**src/rtl/mem_bus_arbiter_pkg.sv**
```systemverilog
// Shared types for the I/D memory bus arbiter: bus command encodings,
// client identifiers and the tag owner table entry.
package mem_bus_arbiter_pkg;

   typedef enum logic [1:0] {
      BUS_NONE  = 2'd0,
      BUS_LOAD  = 2'd1,
      BUS_STORE = 2'd2
   } bus_cmd_t;

   typedef enum logic {
      IC = 1'b0,
      DC = 1'b1
   } client_t;

   typedef struct packed {
      logic vld;
      logic is_dc;
   } owner_ent_t;

endpackage

```
**src/rtl/mem_bus_arbiter_if.sv**
```systemverilog
// Client request/grant/return signals and the unified memory port, bundled
// for the arbiter; slave is the arbiter side, master the environment side.
interface mem_bus_arbiter_if #(
   parameter int ADDR_W = 64,
   parameter int DATA_W = 64,
   parameter int TAG_W  = 4
);

   logic              ic_req_vld;
   logic [ADDR_W-1:0] ic_req_addr;
   logic              ic_gnt;
   logic [TAG_W-1:0]  ic_gnt_tag;
   logic              ic_data_vld;
   logic [TAG_W-1:0]  ic_data_tag;
   logic [DATA_W-1:0] ic_data;

   logic              dc_req_vld;
   logic              dc_req_st;
   logic [ADDR_W-1:0] dc_req_addr;
   logic [DATA_W-1:0] dc_req_data;
   logic              dc_gnt;
   logic [TAG_W-1:0]  dc_gnt_tag;
   logic              dc_data_vld;
   logic [TAG_W-1:0]  dc_data_tag;
   logic [DATA_W-1:0] dc_data;

   logic [1:0]        proc2mem_command;
   logic [ADDR_W-1:0] proc2mem_addr;
   logic [DATA_W-1:0] proc2mem_data;
   logic [TAG_W-1:0]  mem2proc_response;
   logic [DATA_W-1:0] mem2proc_data;
   logic [TAG_W-1:0]  mem2proc_tag;

   logic              arb_err;

   modport slave (
      input  ic_req_vld, ic_req_addr,
      output ic_gnt, ic_gnt_tag, ic_data_vld, ic_data_tag, ic_data,
      input  dc_req_vld, dc_req_st, dc_req_addr, dc_req_data,
      output dc_gnt, dc_gnt_tag, dc_data_vld, dc_data_tag, dc_data,
      output proc2mem_command, proc2mem_addr, proc2mem_data,
      input  mem2proc_response, mem2proc_data, mem2proc_tag,
      output arb_err
   );

   modport master (
      output ic_req_vld, ic_req_addr,
      input  ic_gnt, ic_gnt_tag, ic_data_vld, ic_data_tag, ic_data,
      output dc_req_vld, dc_req_st, dc_req_addr, dc_req_data,
      input  dc_gnt, dc_gnt_tag, dc_data_vld, dc_data_tag, dc_data,
      input  proc2mem_command, proc2mem_addr, proc2mem_data,
      output mem2proc_response, mem2proc_data, mem2proc_tag,
      input  arb_err
   );

endinterface

```
**src/rtl/mem_bus_arbiter_owner_table.sv**
```systemverilog
// Per-tag owner record for outstanding loads: combinational lookup of the
// returning tag, free on return, allocate on a granted load.
module mem_tag_owner_table
   import mem_bus_arbiter_pkg::*;
#(
   parameter int TAG_W = 4
) (
   input  logic             clk,
   input  logic             rst,
   input  logic             alloc_en,
   input  logic [TAG_W-1:0] alloc_tag,
   input  client_t          alloc_client,
   input  logic [TAG_W-1:0] lkup_tag,
   output owner_ent_t       lkup_ent,
   input  logic             free_en
);

   localparam int DEPTH = 1 << TAG_W;

   owner_ent_t entries [DEPTH];

   assign lkup_ent = entries[lkup_tag];

   // The allocate write comes last so a tag returned and re-granted in the
   // same cycle ends up owned by the new requester.
   always_ff @(posedge clk or posedge rst) begin
      if (rst) begin
         for (int i = 0; i < DEPTH; i++) entries[i] <= '0;
      end else begin
         if (free_en) entries[lkup_tag] <= '0;
         if (alloc_en) entries[alloc_tag] <= '{vld: 1'b1, is_dc: (alloc_client == DC)};
      end
   end

endmodule

```
**src/rtl/mem_bus_arbiter.sv**
```systemverilog
// Arbitrates the I-side and D-side memory clients onto the single memory
// port, tracks load tag ownership and steers returned data back.
module mem_bus_arbiter
   import mem_bus_arbiter_pkg::*;
#(
   parameter int ADDR_W     = 64,
   parameter int DATA_W     = 64,
   parameter int TAG_W      = 4,
   parameter int STARVE_LIM = 4
) (
   input logic clk,
   input logic rst,
   mem_bus_arbiter_if.slave bus
);

   localparam int CNT_W = $clog2(STARVE_LIM + 1);

   logic [CNT_W-1:0]  starve_cnt;
   logic              ic_req;
   logic              dc_req;
   logic              force_ic;
   logic              accept;
   client_t           winner;
   bus_cmd_t          cmd;
   logic [ADDR_W-1:0] addr;
   logic [DATA_W-1:0] wdata;
   logic              ic_gnt;
   logic              dc_gnt;
   logic              alloc_en;
   logic              ret_vld;
   owner_ent_t        ret_ent;
   logic              ic_ret;
   logic              dc_ret;
   logic              free_en;
   logic              arb_err;

   // While reset is held every request and return is masked so all
   // outputs read as idle.
   assign ic_req   = bus.ic_req_vld & ~rst;
   assign dc_req   = bus.dc_req_vld & ~rst;
   assign force_ic = (starve_cnt == CNT_W'(STARVE_LIM));
   assign accept   = (bus.mem2proc_response != '0);

   always_comb begin
      winner = IC;
      cmd    = BUS_NONE;
      addr   = '0;
      wdata  = '0;
      if (dc_req && !(ic_req && force_ic)) begin
         winner = DC;
         cmd    = bus.dc_req_st ? BUS_STORE : BUS_LOAD;
         addr   = bus.dc_req_addr;
         wdata  = bus.dc_req_data;
      end else if (ic_req) begin
         winner = IC;
         cmd    = BUS_LOAD;
         addr   = bus.ic_req_addr;
      end
   end

   assign ic_gnt   = ic_req && (winner == IC) && accept;
   assign dc_gnt   = dc_req && (winner == DC) && accept;
   assign alloc_en = accept && (cmd == BUS_LOAD);

   assign bus.proc2mem_command = cmd;
   assign bus.proc2mem_addr    = addr;
   assign bus.proc2mem_data    = wdata;
   assign bus.ic_gnt           = ic_gnt;
   assign bus.dc_gnt           = dc_gnt;
   assign bus.ic_gnt_tag       = ic_gnt ? bus.mem2proc_response : '0;
   assign bus.dc_gnt_tag       = dc_gnt ? bus.mem2proc_response : '0;

   mem_tag_owner_table #(
      .TAG_W(TAG_W)
   ) u_owner (
      .clk         (clk),
      .rst         (rst),
      .alloc_en    (alloc_en),
      .alloc_tag   (bus.mem2proc_response),
      .alloc_client(winner),
      .lkup_tag    (bus.mem2proc_tag),
      .lkup_ent    (ret_ent),
      .free_en     (free_en)
   );

   assign ret_vld = ~rst && (bus.mem2proc_tag != '0);
   assign free_en = ret_vld && ret_ent.vld;
   assign ic_ret  = free_en && !ret_ent.is_dc;
   assign dc_ret  = free_en && ret_ent.is_dc;

   assign bus.ic_data_vld = ic_ret;
   assign bus.ic_data_tag = ic_ret ? bus.mem2proc_tag : '0;
   assign bus.ic_data     = ic_ret ? bus.mem2proc_data : '0;
   assign bus.dc_data_vld = dc_ret;
   assign bus.dc_data_tag = dc_ret ? bus.mem2proc_tag : '0;
   assign bus.dc_data     = dc_ret ? bus.mem2proc_data : '0;
   assign bus.arb_err     = arb_err;

   always_ff @(posedge clk or posedge rst) begin
      if (rst) begin
         arb_err <= 1'b0;
      end else if (ret_vld && !ret_ent.vld) begin
         arb_err <= 1'b1;
      end
   end

   // Counts consecutive cycles the I-side waited; dropping the request
   // forfeits any accumulated priority.
   always_ff @(posedge clk or posedge rst) begin
      if (rst) begin
         starve_cnt <= '0;
      end else if (!ic_req || ic_gnt) begin
         starve_cnt <= '0;
      end else if (!force_ic) begin
         starve_cnt <= starve_cnt + 1'b1;
      end
   end

endmodule

```
**src/flat_wrapper.sv**
```systemverilog
// flat-port wrapper written by rule: the top's interface ports become plain ports
module mem_bus_arbiter_flat import mem_bus_arbiter_pkg::*;
#(
   parameter int ADDR_W     = 64,
   parameter int DATA_W     = 64,
   parameter int TAG_W      = 4,
   parameter int STARVE_LIM = 4
)
  (clk, rst, bus_ic_req_vld, bus_ic_req_addr, bus_ic_gnt, bus_ic_gnt_tag, bus_ic_data_vld, bus_ic_data_tag, bus_ic_data, bus_dc_req_vld, bus_dc_req_st, bus_dc_req_addr, bus_dc_req_data, bus_dc_gnt, bus_dc_gnt_tag, bus_dc_data_vld, bus_dc_data_tag, bus_dc_data, bus_proc2mem_command, bus_proc2mem_addr, bus_proc2mem_data, bus_mem2proc_response, bus_mem2proc_data, bus_mem2proc_tag, bus_arb_err);
  mem_bus_arbiter_if #(.ADDR_W(ADDR_W), .DATA_W(DATA_W), .TAG_W(TAG_W)) bus_i ();
  input logic clk;
  input logic rst;
  input wire logic [$bits(bus_i.ic_req_vld)-1:0] bus_ic_req_vld;
  input wire logic [$bits(bus_i.ic_req_addr)-1:0] bus_ic_req_addr;
  output wire logic [$bits(bus_i.ic_gnt)-1:0] bus_ic_gnt;
  output wire logic [$bits(bus_i.ic_gnt_tag)-1:0] bus_ic_gnt_tag;
  output wire logic [$bits(bus_i.ic_data_vld)-1:0] bus_ic_data_vld;
  output wire logic [$bits(bus_i.ic_data_tag)-1:0] bus_ic_data_tag;
  output wire logic [$bits(bus_i.ic_data)-1:0] bus_ic_data;
  input wire logic [$bits(bus_i.dc_req_vld)-1:0] bus_dc_req_vld;
  input wire logic [$bits(bus_i.dc_req_st)-1:0] bus_dc_req_st;
  input wire logic [$bits(bus_i.dc_req_addr)-1:0] bus_dc_req_addr;
  input wire logic [$bits(bus_i.dc_req_data)-1:0] bus_dc_req_data;
  output wire logic [$bits(bus_i.dc_gnt)-1:0] bus_dc_gnt;
  output wire logic [$bits(bus_i.dc_gnt_tag)-1:0] bus_dc_gnt_tag;
  output wire logic [$bits(bus_i.dc_data_vld)-1:0] bus_dc_data_vld;
  output wire logic [$bits(bus_i.dc_data_tag)-1:0] bus_dc_data_tag;
  output wire logic [$bits(bus_i.dc_data)-1:0] bus_dc_data;
  output wire logic [$bits(bus_i.proc2mem_command)-1:0] bus_proc2mem_command;
  output wire logic [$bits(bus_i.proc2mem_addr)-1:0] bus_proc2mem_addr;
  output wire logic [$bits(bus_i.proc2mem_data)-1:0] bus_proc2mem_data;
  input wire logic [$bits(bus_i.mem2proc_response)-1:0] bus_mem2proc_response;
  input wire logic [$bits(bus_i.mem2proc_data)-1:0] bus_mem2proc_data;
  input wire logic [$bits(bus_i.mem2proc_tag)-1:0] bus_mem2proc_tag;
  output wire logic [$bits(bus_i.arb_err)-1:0] bus_arb_err;
  assign bus_i.ic_req_vld = bus_ic_req_vld;
  assign bus_i.ic_req_addr = bus_ic_req_addr;
  assign bus_ic_gnt = bus_i.ic_gnt;
  assign bus_ic_gnt_tag = bus_i.ic_gnt_tag;
  assign bus_ic_data_vld = bus_i.ic_data_vld;
  assign bus_ic_data_tag = bus_i.ic_data_tag;
  assign bus_ic_data = bus_i.ic_data;
  assign bus_i.dc_req_vld = bus_dc_req_vld;
  assign bus_i.dc_req_st = bus_dc_req_st;
  assign bus_i.dc_req_addr = bus_dc_req_addr;
  assign bus_i.dc_req_data = bus_dc_req_data;
  assign bus_dc_gnt = bus_i.dc_gnt;
  assign bus_dc_gnt_tag = bus_i.dc_gnt_tag;
  assign bus_dc_data_vld = bus_i.dc_data_vld;
  assign bus_dc_data_tag = bus_i.dc_data_tag;
  assign bus_dc_data = bus_i.dc_data;
  assign bus_proc2mem_command = bus_i.proc2mem_command;
  assign bus_proc2mem_addr = bus_i.proc2mem_addr;
  assign bus_proc2mem_data = bus_i.proc2mem_data;
  assign bus_i.mem2proc_response = bus_mem2proc_response;
  assign bus_i.mem2proc_data = bus_mem2proc_data;
  assign bus_i.mem2proc_tag = bus_mem2proc_tag;
  assign bus_arb_err = bus_i.arb_err;
  mem_bus_arbiter #(.ADDR_W(ADDR_W), .DATA_W(DATA_W), .TAG_W(TAG_W), .STARVE_LIM(STARVE_LIM)) u_core (.clk(clk), .rst(rst), .bus(bus_i));
endmodule
```
**config.mk**
```make
export PLATFORM = sky130hd
export DESIGN_NAME = mem_bus_arbiter_flat
export DESIGN_NICKNAME = d
export VERILOG_FILES = /design/src/rtl/mem_bus_arbiter_pkg.sv /design/src/rtl/mem_bus_arbiter_if.sv /design/src/rtl/mem_bus_arbiter_owner_table.sv /design/src/rtl/mem_bus_arbiter.sv /design/src/flat_wrapper.sv
export SDC_FILE = /design/constraint.sdc
export NUM_CORES = 1
export LEC_CHECK = 0
export ABC_AREA = 1
export BUFFER_PORTS_ARGS = -buffer_cell sky130_fd_sc_hd__buf_2
export CORE_AREA = 5 5 208 210
export CTS_BUF_LIST = sky130_fd_sc_hd__clkbuf_2 sky130_fd_sc_hd__clkbuf_4 sky130_fd_sc_hd__clkbuf_8
export DETAILED_ROUTE_END_ITERATION = 10
export DIE_AREA = 0 0 213 215
export SLEW_MARGIN = 20
export SYNTH_ARGS = -nofsm -noshare
export SYNTH_HDL_FRONTEND = slang
export SYNTH_HIERARCHICAL = 1
export SYNTH_SLANG_ARGS = --single-unit
export TNS_END_PERCENT = 10
```
**constraint.sdc**
```tcl
create_clock -name clk -period 2.7 [get_ports clk]
set_input_delay 0 -clock clk [delete_from_list [all_inputs] [get_ports clk]]
set_output_delay 0 -clock clk [all_outputs]
set_load 0.005 [all_outputs]
```
==> results of run 1 <==
worst max-delay path: stages, from the launching register on:
cell	delay, ns
dfrtp_1	0.39
nand2_1	0.07
nand2_1	0.09
nand2_1	0.05
nand2_1	0.07
nand2_1	0.04
nand2_1	0.07
inv_1	0.03
nand2_1	0.23
nand4_4	0.40
buf_12	0.32
nor2_1	0.11
buf_2	0.12
flip-flops by register name (all words and copies together) (netlist names):
name,count
u_core/starve_cnt,3
u_core/u_owner/entries,32
u_core/bus.arb_err,1
per-stage QoR:
stage | setup WS [ns] | instances | util [%] | area (sq um)
CTS | 0.381 | 1951 | 19.1 | 7880
detailed placement | 0.503 | 1942 | 18.8 | 7780
global placement | 0.545 | 1942 | 18.8 | 7780
global route | 0.169 | 1953 | 19.1 | 7890
floorplan | 0.783 | 896 | - | 4500
finish | 0.387 | 1956 | 19.1 | 7900
cell usage after synthesis, drive strengths merged:
library cell    n
a21oi           1
buf            43
clkbuf          5
dfrtp          36
ha              2
inv           182
nand2         267
nand3          89
nand4           4
nor2          231
nor3            3
o211ai          4
o21ai          26
o21bai          1
or2             1
xor2            1
final timing paths:
path / cells after the start / end
setup / recovery: 12 / bus_dc_data[5]
hold / removal: 3 / u_core/u_owner/entries[25]$_DFF_PP0_
setup reg to reg: 11 / u_core/u_owner/entries[24]$_DFF_PP0_
hold reg to reg: 1 / u_core/bus.arb_err$_DFFE_PP0P_
max in group asynchronous: 4 / u_core/u_owner/entries[18]$_DFF_PP0_
min in group asynchronous: 3 / u_core/starve_cnt[1]$_DFFE_PP0P_
layout make-up:
| class | instances | area (sq um) |
|---|---|---|
| diodes | 5 | 12.5 |
| clock buffers | 8 | 97.6 |
| fillers | 4928 | 33500 |
| inverters | 182 | 683 |
| multi-input cells | 630 | 2660 |
| flip-flops and latches | 36 | 901 |
| well taps | 539 | 674 |
| repair buffers | 556 | 2870 |
repair_timing:
item,4_1_cts,5_1_grt
endpoints found under the hold margin,36,0
resized for setup,0,0
hold buffers,1,0
buffers inserted,0,0
per-layer routing:
metal  global-route usage, %  vias up  routed length, microns
li1                        -     3644                       -
met1                    12.9     3084                   10800
met2                    23.5      397                   15500
met3                    3.53       60                    3360
met4                    4.61       14                    1390
met5                       0        -                      98
cells by family (layout without fill, tap and decap cells):
logic type | Yosys count | in the layout | share of synthesized area, %
other cells | 0 | 5 | 0
xor+xnor | 1 | 1 | 0.195
fa+ha+maj | 2 | 2 | 0.556
compound gates | 32 | 32 | 3.95
simple gates | 595 | 595 | 53.7
flops | 36 | 36 | 20.0
buf+inv | 230 | 746 | 21.6
where the power goes:
group / internal (W) / switching, W / leakage, nW
Sequential: 0.000656 / 0.0000845 / 0.447
Clock: 0.000228 / 0.000198 / 0.0524
Combinational: 0.000474 / 0.000666 / 5.03
==> metrics, run 1 <==
status completed; port bufs 547; via count 7199; vias per cell 3.68; Net Count, Synth 1167; class of the worst hold path primary input to register; # DRC 0; commonest non-fill, non-tap cell in the layout buf_2; io pins 548; Worst-Margin Slew 0.679 ns; Initial Util 10.9%; Worst R2R Setup Slack 0.56 ns; CP endpoint kind primary output; FF+latch count, synth 36; hold slack final 0.0715 ns; RSZ-0062 raised after global routing no; commonest cells after routing, fill and taps aside 547 x buf_2, 264 x nand2_1, 226 x nor2_1; slew margin rel. 54.7%; iteration-0 DRC count of the detailed router 280; Pleak 5.53 nW; core area 41400 sq um; Post-Route WL 31.2 mm; Detail Route Antenna Nets 0; crit path launch type register; NumNets Final 1682; sequential fraction of the synthesis area 20.0%; clock-pin slew on the worst setup and hold paths 0.07 ns; htree depth 2; top cells by area, synth nand2_1 22%, dfrtp_1 20%, nor2_1 19%, inv_1 15%, nand3_1 9.8%; clock sinks 36; global-route wire length before repair 42.9 mm; P&R area growth vs syn 75.4%; hpwl dp 27.8 mm; Max-Cap Viols 0; Final Hold Fails 0; Worst IR Drop VDD 158 uV; all-layer global routing usage 12.4%; CP startpoint u_core/u_owner/entries[25]$_DFF_PP0_; Synth Cell Area 4500 sq um; Power Density 292 nW/um^2; final clock skew 0.00355 ns; Cells after Synth 896; Final Power 0.00231 W; Max Root-Sink Buffers 2; row count 75; Worst Hold Launch bus_mem2proc_response[0]; Final setup viols 0; synth unique cells 28; RD Place Congestion 0.918; Die Y 215 microns; worst-path maximum fanout 43; CTS Buf Count 5; WL per Instance 15.9 microns; share of cells above drive strength 1 41.4%; share of Yosys cell area claimed by the top area cell type 22.0%; DRT Pass-1 Iters 4; die width 213 microns; max-slew violations 0; YS warnings 6; pin count of the biggest net entering global routing 128; Overflow after GRT 0; worst r2r src u_core/starve_cnt[0]$_DFFE_PP0P_; Fmax 432 MHz; CTS tree built; Final min period 2.31 ns; initial antenna violation count 20; Worst-Skew Late Latency 0.29 ns; largest area contributor in the netlist nand2_1; post-route clock period utilization 85.7%; Die ar. 45800 sq um; CTS root buffer clkbuf_8; Syn Area/Cell 5.02 sq um; vias in the first global route 6814; WS Path Type register to primary output; Data required, critical path 2.70 ns; setup_tns 0 ns; WP data arrival 2.31 ns
No activity file was read; power rests on OpenSTA's default activity.
==> run 2, diff against run 1 <==
- ABC_AREA: 1 -> default
- CORE_AREA: 5 5 208 210 -> 5 5 210 212
- DIE_AREA: 0 0 213 215 -> 0 0 215 217
==> metrics, run 2 <==
Cell Area, Placed 7470 sq um (was 7780 sq um); Power Density 304 nW/um^2 (was 292 nW/um^2); Net Count, Synth 795 (was 1167); share of Yosys cell area claimed by the top area cell type 21.5% (was 22.0%); port bufs 547 (unchanged); Largest regs u_core/u_owner/entries: 32 flops, u_core/starve_cnt: 3 flops, u_core/bus.arb_err: 1 flops (unchanged); fraction of registers with async set/reset 100% (unchanged); clock sinks 36 (unchanged); io pins 548 (unchanged); Final Hold Fails 0 (unchanged); CTS root buffer clkbuf_8 (unchanged); NumNets Final 1306 (was 1682); iteration-0 DRC count of the detailed router 313 (was 280); Max Root-Sink Buffers 2 (unchanged); htree depth 2 (unchanged); post-place setup slack 0.431 ns (was 0.503 ns); top cells by area, synth dfrtp_1 21%, and2_1 21%, a22o_1 14%, and3_1 11%, o21ai_0 3.5% (was nand2_1 22%, dfrtp_1 20%, nor2_1 19%, inv_1 15%, nand3_1 9.8%); core area 41800 sq um (was 41400 sq um); Register-to-Register Path Depth 9 (was 11); hpwl dp 28.7 mm (was 27.8 mm); global-route wire length before repair 43.9 mm (was 42.9 mm); pin count of the biggest net entering global routing 135 (was 128); Reg with most FFs u_core/u_owner/entries (unchanged); Detail Route Antenna Nets 0 (unchanged); CTS Buf Count 5 (unchanged); crit path launch type register (unchanged); CTS tree built (unchanged); Post-synth top cells 139 x and2_1, 73 x and3_1, 68 x a22o_1, 36 x dfrtp_1 (was 264 x nand2_1, 227 x nor2_1, 175 x inv_1, 88 x nand3_1, 36 x dfrtp_1); cell area after layout 7590 sq um (was 7900 sq um); Syn Area/Cell 8.01 sq um (was 5.02 sq um); Internal 0.00142 W (was 0.00136 W); Data required, critical path 2.70 ns (about the same); commonest cells after routing, fill and taps aside 547 x buf_2, 139 x and2_1, 73 x and3_1 (was 547 x buf_2, 264 x nand2_1, 226 x nor2_1); die width 215 microns (was 213 microns); Fmax 408 MHz (was 432 MHz); max-slew violations 0 (unchanged); Overflow after GRT 0 (unchanged); RSZ-0062 raised after global routing no (unchanged); Post-Route WL 32.4 mm (was 31.2 mm); initial antenna violation count 12 (was 20); part of the power in combinational logic 51.0% (was 49.4%); Die ar. 46700 sq um (was 45800 sq um); setup_tns 0 ns (unchanged); Worst-Skew Late Latency 0.30 ns (was 0.29 ns); Hold Path Stages 3 (unchanged); # DRC 0 (unchanged); number of flops mapped to enable cells by yosys 0 (unchanged); commonest non-fill, non-tap cell in the layout buf_2 (unchanged); Max-Cap Viols 0 (unchanged); Worst IR Drop VDD 226 uV (was 158 uV); via count 6326 (was 7199); status completed (unchanged); WL per Instance 20.5 microns (was 15.9 microns); sequential fraction of the synthesis area 21.5% (was 20.0%); Synth Cell Area 4200 sq um (was 4500 sq um); slew margin rel. 62.0% (was 54.7%); fin worst setup slack 0.251 ns (was 0.387 ns); largest area contributor in the netlist dfrtp_1 (was nand2_1); Worst-Margin Slew 0.568 ns (was 0.679 ns); Top FF cell, synth dfrtp_1 (unchanged); Cells after Synth 524 (was 896); YS warnings 6 (unchanged); P&R area growth vs syn 80.8% (was 75.4%); Clock power frac 18.4% (was 18.5%); synth unique cells 40 (was 28); vias in the first global route 6192 (was 6814); Die Y 217 microns (was 215 microns); post-route clock period utilization 90.7% (was 85.7%); Switching Share 38.6% (was 41.1%); clock-pin slew on the worst setup and hold paths 0.07 ns (about the same); Pleak 4.59 nW (was 5.53 nW); CP endpoint kind primary output (unchanged); FF+latch count, synth 36 (unchanged); Post-CTS Setup Repair Bufs 0 (unchanged); worst-path maximum fanout 69 (was 43); final clock skew 0.00849 ns (was 0.00355 ns); class of the worst hold path primary input to register (unchanged); Final Power 0.00231 W (about the same); WP data arrival 2.45 ns (was 2.31 ns); row count 75 (unchanged); most common cell in the netlist and2_1 (was nand2_1); Initial Util 10.1% (was 10.9%); Final setup viols 0 (unchanged); Seq pwr share 30.6% (was 32.1%); max FFs per register 32 (unchanged); all-layer global routing usage 12.6% (was 12.4%); switching power 0.000890 W (was 0.000949 W); vias per cell 4.01 (was 3.68); Final min period 2.45 ns (was 2.31 ns); RD Place Congestion 0.956 (was 0.918); DRT Pass-1 Iters 5 (was 4); WS Path Type register to primary output (unchanged); share of cells above drive strength 1 56.2% (was 41.4%)
[run 2: layout make-up]
class	count	area [sq um]
antenna	4	10.0
clock buffer	7	90.1
clock inverter	1	7.51
fill	4728	34200
inverter	6	22.5
multi-input combinational	429	3030
sequential	36	901
tap	539	674
timing repair buffer	557	2850
[run 2: kinds of logic after synthesis]
group,share of synthesized area (%)
buf+inv,6.85
fa+ha+maj,0.596
simple gates,43.3
flops,21.5
mux,4.47
compound gates,23.3
[run 2: power by group through the flow]
stage	Clock (W)	Sequential [W]	Combinational [W]
2_1_floorplan	0	0.000683	0.000564
3_3_place_gp	0	0.000715	0.00116
3_5_place_dp	0	0.000715	0.00118
4_1_cts	0.000433	0.000704	0.00119
5_1_grt	0.000459	0.000715	0.00128
6_report	0.000425	0.000705	0.00118
[run 2: stage by stage]
stage	utilization [%]	hold WS (ns)	instances
floorplan	-	-0.0620	524
global route	18.2	0.115	1577
CTS	18.2	0.0754	1575
global placement	17.9	0.114	1566
detailed placement	17.9	0.127	1566
finish	18.2	0.0870	1579
[run 2: what timing repair did]
| item | 4_1_cts | 5_1_grt |
|---|---|---|
| hold buffers | 1 | 0 |
| hold endpoints to repair | 36 | 0 |
| gates resized for setup | 0 | 0 |
[run 2: metal layers]
layer,GRT usage (%),part of all wire [%]
met2,22.7,49
met5,0,0.23
met4,4.78,4.2
met3,4.96,11
met1,13.2,35
[run 2: worst paths after layout]
check | start | end | slack, ns
max | u_core/u_owner/entries[31]$_DFF_PP0_ | bus_dc_data[3] | 0.25
min | bus_dc_req_vld | u_core/starve_cnt[0]$_DFFE_PP0P_ | 0.09
max reg2reg | u_core/starve_cnt[0]$_DFFE_PP0P_ | u_core/u_owner/entries[28]$_DFF_PP0_ | 0.39
max in group asynchronous | rst | u_core/u_owner/entries[11]$_DFF_PP0_ | 1.87
min reg2reg | u_core/bus.arb_err$_DFFE_PP0P_ | u_core/bus.arb_err$_DFFE_PP0P_ | 0.48
min in group asynchronous | rst | u_core/bus.arb_err$_DFFE_PP0P_ | 0.37
[run 2: worst max-delay path: stages, from the launching register on]
cell and delay (ns):
dfrtp_1 0.41, mux4_2 0.46, a22oi_1 0.19, nand3_1 0.15, nor3b_4 0.19, buf_4 0.30
and3_1 0.30, buf_2 0.14
==> run 3, diff against run 2 <==
- CELL_PAD_IN_SITES_DETAIL_PLACEMENT: default -> 0
- CELL_PAD_IN_SITES_GLOBAL_PLACEMENT: default -> 1
- CORE_AREA: 5 5 210 212 -> 5 5 207 209
- DIE_AREA: 0 0 215 217 -> 0 0 212 214
- PLACE_DENSITY_LB_ADDON: default -> 0.1
==> metrics, run 3 (synthesis gave the netlist of run 2 again) <==
crit path launch type register (unchanged); CTS Buf Count 5 (unchanged); Worst IR Drop VDD 139 uV (was 226 uV); share of cells above drive strength 1 56.5% (was 56.2%); Detail Route Antenna Nets 0 (unchanged); slew margin rel. 59.1% (was 62.0%); Final min period 2.53 ns (was 2.45 ns); Placed Cells 1565 (was 1566); WP data arrival 2.53 ns (was 2.45 ns); initial antenna violation count 5 (was 12); worst r2r src u_core/starve_cnt[0]$_DFFE_PP0P_ (unchanged); commonest non-fill, non-tap cell in the layout buf_2 (unchanged); io pins 548 (unchanged); Fmax 395 MHz (was 408 MHz); Max Root-Sink Buffers 2 (unchanged); row count 74 (was 75); RD Place Congestion 0.899 (was 0.956); M1 wire length 12.5 mm (was 11.3 mm); CTS root buffer clkbuf_8 (unchanged); Reg2Reg Capture Point u_core/u_owner/entries[24]$_DFF_PP0_ (was u_core/u_owner/entries[28]$_DFF_PP0_); WL per Instance 21.0 microns (was 20.5 microns); post-route clock period utilization 93.8% (was 90.7%); hpwl dp 28.1 mm (was 28.7 mm); RSZ-0062 raised after global routing no (unchanged); Worst Hold Launch bus_dc_req_vld (unchanged); Largest regs u_core/u_owner/entries: 32 flops, u_core/starve_cnt: 3 flops, u_core/bus.arb_err: 1 flops (unchanged); Die Y 214 microns (was 217 microns); Final setup viols 0 (unchanged); Register Area 901 sq um (unchanged); # DRC 0 (unchanged); iteration-0 DRC count of the detailed router 352 (was 313); max FFs per register 32 (unchanged); clock sinks 36 (unchanged); final core utilization 18.8% (was 18.2%); pin count of the biggest net entering global routing 76 (was 135); Worst R2R Setup Slack 0.40 ns (was 0.39 ns); metal3 WL 2.85 mm (was 3.67 mm); Data required, critical path 2.70 ns (about the same); Overflow after GRT 0 (unchanged); global-route wire length before repair 45.2 mm (was 43.9 mm); max-slew violations 0 (unchanged); WHS Endpoint u_core/starve_cnt[1]$_DFFE_PP0P_ (was u_core/starve_cnt[0]$_DFFE_PP0P_); Initial Util 10.3% (was 10.1%); Max-Cap Viols 0 (unchanged); FILL cells 4748 (was 4728); Finished Layout Cells 1576 (was 1579); DR WL met2 17.4 mm (was 15.9 mm); all-layer global routing usage 13.3% (was 12.6%); via count 6146 (was 6326); port bufs 547 (unchanged); final clock skew 0.00700 ns (was 0.00849 ns); commonest cells after routing, fill and taps aside 547 x buf_2, 139 x and2_1, 73 x and3_1 (unchanged); worst-path maximum fanout 69 (unchanged); Reg with most FFs u_core/u_owner/entries (unchanged); P&R area growth vs syn 81.6% (was 80.8%); WS Path Type register to primary output (unchanged); setup_tns 0 ns (unchanged); Register-to-Register Path Depth 9 (unchanged); status completed (unchanged); Post-CTS Setup Repair Bufs 0 (unchanged); DRT Pass-1 Iters 6 (was 5); core area 40600 sq um (was 41800 sq um); class of the worst hold path primary input to register (unchanged); vias in the first global route 6342 (was 6192); Post-Route WL 33.2 mm (was 32.4 mm); CTS tree built (unchanged); NumNets Final 1312 (was 1306); Pleak 4.62 nW (was 4.59 nW); Die ar. 45400 sq um (was 46700 sq um); Worst-Skew Late Latency 0.29 ns (was 0.30 ns); die width 212 microns (was 215 microns); vias per cell 3.90 (was 4.01); Worst-Margin Slew 0.614 ns (was 0.568 ns); DR top layer met5 (unchanged); area of the multi-input gates 3030 sq um (unchanged); clock-pin slew on the worst setup and hold paths 0.08 ns (was 0.07 ns); Final Hold Fails 0 (unchanged); Power Density 303 nW/um^2 (was 304 nW/um^2); Hold Path Stages 3 (unchanged); CP endpoint kind primary output (unchanged); htree depth 2 (unchanged)
[run 3: changes by cell type in the layout (fill, tap and decap cells not counted), sizes merged]
cell    delta
clkinv     +1
diode      -2
buf        +6
inv        -1
[run 3: power breakdown]
| part | switching [W] | leakage [nW] | total [W] | internal (W) |
|---|---|---|---|---|
| logic | 0.000614 | 4.11 | 0.00117 | 0.000561 |
| clock network | 0.000215 | 0.0479 | 0.000433 | 0.000218 |
| registers | 0.0000566 | 0.462 | 0.000699 | 0.000642 |
| total | 0.000886 | 4.62 | 0.00231 | 0.00142 |
[run 3: how the worst max path moves through the flow]
stage	startpoint	endpoint	slack, ns
floorplan	u_core/starve_cnt[0]$_DFFE_PP0P_	u_core/u_owner/entries[30]$_DFF_PP0_	0.54
global placement	bus_mem2proc_tag[1]	bus_ic_data[18]	0.28
detailed placement	bus_mem2proc_tag[1]	bus_ic_data[18]	0.27
CTS	u_core/u_owner/entries[25]$_DFF_PP0_	bus_dc_data[33]	0.15
global route	u_core/u_owner/entries[31]$_DFF_PP0_	bus_dc_data[20]	0.03
finish	u_core/u_owner/entries[25]$_DFF_PP0_	bus_dc_data[10]	0.17
[run 3: layer usage]
layer / up-vias / global-route usage (%)
met5: - / 0
met4: 4 / 1.87
met2: 358 / 26.2
met3: 19 / 2.87
li1: 2929 / -
met1: 2836 / 14.8
[run 3: cell type report]
type / count / share of cell area (%)
sequential: 36 / 11.8
clock buffer: 7 / 1.18
timing repair buffer: 563 / 38.0
multi-input combinational: 429 / 39.8
antenna: 2 / 0.0656
clock inverter: 1 / 0.0985
inverter: 6 / 0.312
tap: 532 / 8.73
[run 3: timing repair]
item / 4_1_cts / 5_1_grt
hold endpoints to repair: 29 / 0
gates resized for setup: 0 / 0
hold buffers: 1 / 0
[run 3: per-stage QoR]
stage	cell area, sq um	setup WS, ns	hold slack, ns	total power (W)
finish	7620	0.167	0.101	0.00231
global route	7620	0.0260	0.133	0.00249
global placement	7510	0.278	0.150	0.00193
CTS	7620	0.154	0.0915	0.00236
floorplan	4200	0.542	-0.0620	0.00125
detailed placement	7510	0.272	0.145	0.00191
[run 3: worst max-delay path: stages (launching register included)]
cell and delay [ns]:
dfrtp_1 0.39, mux4_2 0.50, a22oi_1 0.21, nand3_1 0.15, nor3b_4 0.20, buf_4 0.33
and3_1 0.28, buf_2 0.14
